<file path="src/rtl/uart_tx_frame.sv">
// UART frame serialiser: start, D0..D7 LSB first, parity, stop.
// Define UART_TX_STOP2_EN to append a second stop bit (frame = 12 bit times).
module uart_tx_frame #(
  parameter int CLK_HZ = 50_000_000,
  parameter int CNT_W  = 17
) (
  input  logic       CLK_50M,
  input  logic       rst_n,
  input  logic [7:0] tx_data,
  input  logic       tx_valid,
  output logic       tx_ready,
  input  logic [2:0] bps_sel,
  input  logic       check_sel,
  output logic       TX,
  output logic       busy,
  output logic       tx_done
);

  localparam logic [CNT_W-1:0] DIV_600   = CNT_W'((CLK_HZ + 300) / 600);
  localparam logic [CNT_W-1:0] DIV_1200  = CNT_W'((CLK_HZ + 600) / 1200);
  localparam logic [CNT_W-1:0] DIV_2400  = CNT_W'((CLK_HZ + 1200) / 2400);
  localparam logic [CNT_W-1:0] DIV_4800  = CNT_W'((CLK_HZ + 2400) / 4800);
  localparam logic [CNT_W-1:0] DIV_9600  = CNT_W'((CLK_HZ + 4800) / 9600);
  localparam logic [CNT_W-1:0] DIV_19200 = CNT_W'((CLK_HZ + 9600) / 19200);
  localparam logic [CNT_W-1:0] DIV_38400 = CNT_W'((CLK_HZ + 19200) / 38400);
  localparam logic [CNT_W-1:0] CNT_ONE   = CNT_W'(1);

  typedef enum logic [2:0] {
    S_IDLE,
    S_START,
    S_DATA,
    S_PARITY,
    S_STOP
`ifdef UART_TX_STOP2_EN
    , S_STOP2
`endif
  } state_t;

  state_t           state;
  logic [CNT_W-1:0] baud_cnt;
  logic [CNT_W-1:0] div_m1;
  logic [2:0]       bit_cnt;
  logic [7:0]       shift;
  logic [7:0]       data;
  logic             odd;
  logic             bit_end;
  logic [CNT_W-1:0] div_sel;

  always_comb begin
    div_sel = DIV_9600;
    case (bps_sel)
      3'd0:    div_sel = DIV_600;
      3'd1:    div_sel = DIV_1200;
      3'd2:    div_sel = DIV_2400;
      3'd3:    div_sel = DIV_4800;
      3'd4:    div_sel = DIV_9600;
      3'd5:    div_sel = DIV_19200;
      3'd6:    div_sel = DIV_38400;
      default: div_sel = DIV_9600;
    endcase
  end

  assign bit_end = (baud_cnt == div_m1);
  assign busy    = ~tx_ready;

  // TX is registered from the current state, so the line lags the state by one
  // clock: accept at edge N puts the start bit on the line from edge N+1.
  always_ff @(posedge CLK_50M or negedge rst_n) begin
    if (!rst_n) begin
      state    <= S_IDLE;
      baud_cnt <= '0;
      div_m1   <= '0;
      bit_cnt  <= '0;
      shift    <= '0;
      data     <= '0;
      odd      <= 1'b0;
      TX       <= 1'b1;
      tx_ready <= 1'b1;
      tx_done  <= 1'b0;
    end else begin
      tx_done <= 1'b0;
      if (state == S_IDLE || bit_end) baud_cnt <= '0;
      else                            baud_cnt <= baud_cnt + CNT_ONE;
      case (state)
        S_IDLE: begin
          TX <= 1'b1;
          if (tx_valid && tx_ready) begin
            shift    <= tx_data;
            data     <= tx_data;
            odd      <= check_sel;
            div_m1   <= div_sel - CNT_ONE;
            tx_ready <= 1'b0;
            state    <= S_START;
          end else begin
            tx_ready <= 1'b1;
          end
        end
        S_START: begin
          TX <= 1'b0;
          if (bit_end) begin
            bit_cnt <= '0;
            state   <= S_DATA;
          end
        end
        S_DATA: begin
          TX <= shift[0];
          if (bit_end) begin
            shift <= shift >> 1;
            if (bit_cnt == 3'd7) state <= S_PARITY;
            else                 bit_cnt <= bit_cnt + 3'd1;
          end
        end
        S_PARITY: begin
          TX <= odd ? ~^data : ^data;
          if (bit_end) state <= S_STOP;
        end
        S_STOP: begin
          TX <= 1'b1;
          if (bit_end) begin
`ifdef UART_TX_STOP2_EN
            state   <= S_STOP2;
`else
            state   <= S_IDLE;
            tx_done <= 1'b1;
`endif
          end
        end
`ifdef UART_TX_STOP2_EN
        S_STOP2: begin
          TX <= 1'b1;
          if (bit_end) begin
            state   <= S_IDLE;
            tx_done <= 1'b1;
          end
        end
`endif
        default: begin
          TX    <= 1'b1;
          state <= S_IDLE;
        end
      endcase
    end
  end

endmodule
</file>
<file path="config.mk">
export PLATFORM = sky130hd
export DESIGN_NAME = uart_tx_frame
export DESIGN_NICKNAME = d
export VERILOG_FILES = /design/src/rtl/uart_tx_frame.sv
export SDC_FILE = /design/constraint.sdc
export NUM_CORES = 1
export LEC_CHECK = 0
export BUFFER_PORTS_ARGS = -buffer_cell sky130_fd_sc_hd__buf_2
export CAP_MARGIN = 20
export CORE_ASPECT_RATIO = 0.75
export CORE_MARGIN = 10
export CORE_UTILIZATION = 42
export DETAILED_ROUTE_END_ITERATION = 16
export PLACE_DENSITY_LB_ADDON = 0.3
export SETUP_SLACK_MARGIN = 0.2
export SYNTH_ARGS = -nofsm -noshare
export SYNTH_HDL_FRONTEND = slang
export SYNTH_SLANG_ARGS = --single-unit
</file>
<file path="constraint.sdc">
create_clock -name CLK_50M -period 2.45 [get_ports CLK_50M]
set_input_delay 0.245 -clock CLK_50M [delete_from_list [all_inputs] [get_ports CLK_50M]]
set_output_delay 0.245 -clock CLK_50M [all_outputs]
set_load 0.01 [all_outputs]
</file>
# Word-level counts from Yosys, hierarchy flattened
# Index checks and enable logic that the tools add are counted.
[totals] word_cells=64 latchBits=0 regBits=60 memories=0 rom_bits=0 ram_bits=0
[classes] n_eq_ne=18 reduce_logical=12 mul=0 muxes=20 addsub=3 magnitude_cmp=0 bitwise_logic=1 shifts=0 div_mod_pow=0
[ops] op="one-hot mux 17 bit (6 select lines)" count=1
[ops] op="two-way mux 3 bit" count=8
[ops] op="adder 17 x 1 -> 17 bit (second input constant)" count=1
[ops] op="== test 17 bit" count=1
[ops] op="two-way mux 17 bit" count=1
[ops] op="subtractor 17 x 1 -> 17 bit (second input constant)" count=1
[ops] op="two-way mux 8 bit" count=2
[ops] op="one-hot mux 8 bit (2 select lines)" count=1
[ops] op="one-hot mux 3 bit (5 select lines)" count=1
[ops] op="== test 3 x 2 -> 1 bit (second input constant)" count=4
[ops] op="== test 3 bit (second input constant)" count=4
[ops] op="!= test 2 bit (second input constant)" count=6
[ops] op="XNOR reduction 8 bit" count=1
[ops] op="parity 8 bit" count=1
[ops] op="== test 3 x 1 -> 1 bit (second input constant)" count=2
[ops] op="zero test 3 bit" count=2
[ops] op="one-hot mux 3 bit (2 select lines)" count=1
[ops] op="AND reduction 6 bit" count=1
[ops] op="two-way mux 1 bit" count=4
[ops] op="AND reduction 4 bit" count=1
[ops] op="nonzero test 2 bit" count=2
[ops] op="adder 3 x 1 -> 3 bit (second input constant)" count=1
[ops] op="one-hot mux 1 bit (3 select lines)" count=1
[ops] op="AND reduction 3 bit" count=1
[ops] op="5 further kinds" count=5

# Depth between registers and ports, before layout
[depth] word_depth=4 ltp_mapped=8 ltp_nobuf=7

# Worst setup path after synthesis
# No wires, ideal clock.
[synth_path] path_kind="register to register" start="register baud_cnt[3]" end="register bit_cnt[0]" stages_incl_launch_ff=7 setup_slack_ps=105 synth_period_minus_slack_ps=2345 arrival_ps=2220 n_path_buf=1 cell_sequence="dfrtp_1 xor2_1 a221o_1 or4_1 buf_2 or4_4 mux2_4"
[synth_via] elab_chain_cells=3 elab_cells_between_ends=4 cone_classes="3 x eq/ne; 1 x reduce/logical"
[synth_rtl] item="start, declared" line_no="40" source="logic [CNT_W-1:0] baud_cnt;"
[synth_rtl] item="start signal, assigned" line_no="83" source="else baud_cnt <= baud_cnt + CNT_ONE;"
[synth_rtl] item="== test 17 bit (*)" line_no="63" source="assign bit_end = (baud_cnt == div_m1);"
[synth_rtl] item="!= test 2 bit (no source line)"
[synth_rtl] item="AND reduction 4 bit (no source line) (*)"
[synth_rtl] item="end signal, assigned" line_no="110" source="else bit_cnt <= bit_cnt + 3'd1;"
[synth_rtl] item="end, declared" line_no="42" source="logic [2:0] bit_cnt;"
# Mark *: on every way between the ends. The rest lies on a longest branch, timed or not.
# A chain may end at the register's enable or synchronous reset.

# Worst setup path in the final report
[layout_path] start="register baud_cnt[10]" end="register bit_cnt[0]"
# The elaborated chain is that of the path after synthesis.

==> impl_metrics.env <==
export IMPL_cts_inserted_buffers=9
export IMPL_drcViolationCount=0
export IMPL_diodes=0
export IMPL_synth_fp_nets=292
export IMPL_cp_slowest_cell="or4_4"
export IMPL_async_flop_share=1.00
export IMPL_num_fill_cells=623
export IMPL_final_hold_violation_count=0
export IMPL_min_period_ns=2.28
export IMPL_ys_flop_type="dfrtp_1"
export IMPL_r2r_setup_slack_ns=0.17
export IMPL_cp_cell_sequence="or3_4, a2111oi_4, nand4_4, or4_4, mux2_4"
export IMPL_clk_pin_slew_ns=0.07
export IMPL_cts_tree="built"
export IMPL_ys_seq_area_frac=0.500
export IMPL_setup_viol=0
export IMPL_core_um2=6830
export IMPL_rr_worst_depth=5
export IMPL_crit_fanout=3
export IMPL_maxCapViolCount=0
export IMPL_cts_num_sinks=59
export IMPL_fmax_mhz=439
export IMPL_globalplace_congestion=0.800
export IMPL_syn_area_per_cell_um2=10.9
export IMPL_cts_buffer_depth=2
export IMPL_whs_ns=0.134
export IMPL_cellPowerDensity_nw_per_um2=1110
export IMPL_reg2reg_to="bit_cnt[0]"
export IMPL_reg2reg_from="baud_cnt[10]"
export IMPL_yosysWarnings=0
export IMPL_die_area_um2=10800
export IMPL_slew_limit_headroom=0.591
export IMPL_drive_gt1_frac=0.279
export IMPL_finalSetupTns_ns=0
export IMPL_wl_per_cell_um=15.8
export IMPL_fin_crit_sh=0.929
export IMPL_syn2layout_area_growth_pct=19.4
export IMPL_required_ns=2.68
export IMPL_yosys_register_bits=59
export IMPL_grt_ovfl_total=0
export IMPL_io_buffer_count=18
export IMPL_placed_cell_area_um2=3210
export IMPL_initial_core_util=0.433
export IMPL_ys_types=44
export IMPL_cts_max_level=3
export IMPL_crit_cells=5
export IMPL_antenna_found_initial=0
export IMPL_status="finished clean"
export IMPL_fp_dieH_um=92.6
export IMPL_track_usage=0.124
export IMPL_row_count=26
export IMPL_drt_wl_total_um=6240
export IMPL_max_stage_delay_ns=0.57
export IMPL_crit_type="flip-flop to flip-flop"
export IMPL_ant_nets=0
export IMPL_synth_edf_count=0
export IMPL_finalInstanceArea_um2=3530
export IMPL_rsz0062_at_grt="true"
export IMPL_slew_violations=0
export IMPL_cts_root_buf="clkbuf_8"
export IMPL_crit_start="baud_cnt[10]"
export IMPL_cp_endpoint="bit_cnt[0]"
export IMPL_vias_per_cell=5.11
export IMPL_clk_latency_ns=0.34
export IMPL_path_buf_inv=0
export IMPL_grt_pass1_vias=2081
export IMPL_cp_end_kind="flip-flop"
export IMPL_drtPass1Iterations=4
export IMPL_netlist_area_um2=2960
export IMPL_cp_top_family="simple AND/OR/NAND/NOR gates"
export IMPL_layout_nets=328
export IMPL_synthCells=272
export IMPL_cp_arrival_ns=2.51
export IMPL_grt_max_degree=37
export IMPL_min_path_type="input port to flip-flop"
export IMPL_skew_ns=0.00771
export IMPL_p_leak_nw=1.60
export IMPL_pin_count=19
export IMPL_drtIter0Drc=73
export IMPL_vias=2022
export IMPL_detailed_place_hpwl_um=4420
export IMPL_startpoint_type="flip-flop"
export IMPL_max_vdd_ir_drop_mv=0.617
export IMPL_die_w_um=117
export IMPL_worst_pin_slew_ns=0.613
export IMPL_grt_pass1_wl_um=10500
## registers in the layout, summed over array words and instances, names as in the netlist
name,count
baud_cnt,17
div_m1,16
data,8
shift,8
bit_cnt,3
state,3
TX,1
odd,1
tx_done,1
tx_ready,1
## kinds of logic after synthesis
logic type | count (synthesis) | synth area share
buffers and inverters | 20 | 0.0262
flip-flops | 59 | 0.500
multiplexers | 27 | 0.104
XOR/XNOR | 36 | 0.111
AND/OR/NAND/NOR | 91 | 0.147
AO/OA/AOI/OAI | 34 | 0.0876
adder cells (fa/ha/maj) | 5 | 0.0237
## final cells by class
cell class              instances  area [µm²]  area share
repair buffers                 36         253      0.0716
clock buffers                  10         128      0.0362
clock inverters                 5        78.8      0.0223
multi-input cells             193        1450       0.411
flip-flops and latches         59        1480       0.419
inverters                       9        33.8     0.00957
well taps                      84         105      0.0298
## how the worst min path moves through the flow
stage | slack (ns) | endpoint | cells after the start | startpoint
after floorplan | -0.05 | baud_cnt[0] | 0 | rst_n
after global placement | 0.29 | baud_cnt[9] | 1 | rst_n
after detailed placement | 0.27 | baud_cnt[7] | 1 | rst_n
after CTS | 0.12 | div_m1[16] | 2 | bps_sel[1]
after global routing | 0.13 | odd | 2 | check_sel
final | 0.13 | div_m1[16] | 2 | bps_sel[1]
## through the flow
stage | worst slack (ns) | instances | utilization | power [mW]
finish | 0.173 | 396 | 0.516 | 3.92
global route | 0.0994 | 396 | 0.516 | 4.22
CTS | 0.176 | 391 | 0.504 | 3.81
detailed placement | 0.131 | 374 | 0.471 | 2.83
global placement | 0.162 | 374 | 0.471 | 2.79
floorplan | 0.150 | 272 | - | 2.48
## layout by cell type (no fill, tap or decap), types with 3 or more instances in the layout
cell type and n:
dfrtp_1 57, nor2_1 31, nand2_1 25, mux2_2 18, buf_2 18, xor2_1 17, xnor2_1 17, buf_4 15
o21ai_0 13, inv_1 9, clkbuf_8 9, mux2_4 8, nor3_1 7, nand3_1 6, nand4_1 4, o31ai_1 4
ha_1 4, nand2b_1 3, a21oi_1 3, nor2b_1 3
## layer usage
| metal | share of wire | GRT usage | up-vias |
|---|---|---|---|
| met2 | 0.42 | 0.165 | 43 |
| met3 | 0.058 | 0.0477 | 8 |
| met1 | 0.51 | 0.180 | 969 |
| met5 | 0 | 0 | - |
| met4 | 0.014 | 0.0339 | 0 |
| li1 | - | - | 1002 |
## synthesized netlist by cell type (2+ instances only)
| cell | number | share of area |
|---|---|---|
| dfstp_2 | 2 | 0.018 |
| nand4_1 | 4 | 0.0085 |
| nor3_1 | 7 | 0.012 |
| dfrtp_1 | 57 | 0.48 |
| o31ai_1 | 4 | 0.010 |
| o21ai_0 | 13 | 0.022 |
| a21oi_1 | 3 | 0.0051 |
| nand2_1 | 25 | 0.032 |
| nor4_1 | 3 | 0.0064 |
| nor2b_1 | 3 | 0.0064 |
| clkbuf_1 | 9 | 0.011 |
| or4_1 | 2 | 0.0051 |
| nand2b_1 | 3 | 0.0064 |
| buf_2 | 2 | 0.0034 |
| nand3_1 | 6 | 0.010 |
| xnor2_1 | 18 | 0.053 |
| a22o_1 | 2 | 0.0059 |
| ha_1 | 4 | 0.017 |
| mux2_2 | 25 | 0.095 |
| inv_1 | 9 | 0.011 |
| xor2_1 | 17 | 0.050 |
| a21o_1 | 2 | 0.0051 |
| nor2_1 | 31 | 0.039 |
## what timing repair did
action                     in CTS  in global routing
setup buffers                   1                  5
hold endpoints to repair       21                  0
setup endpoints to repair      10                 10
hold buffers                    1                  0
pin swaps                       1                  5
gates resized for setup         1                 10
## power by group
group	leakage, nW	internal [mW]	switching [mW]
logic	0.749	0.753	0.617
clock network	0.106	0.565	0.377
registers	0.750	1.32	0.285
Power figures use the tool's default switching activity.
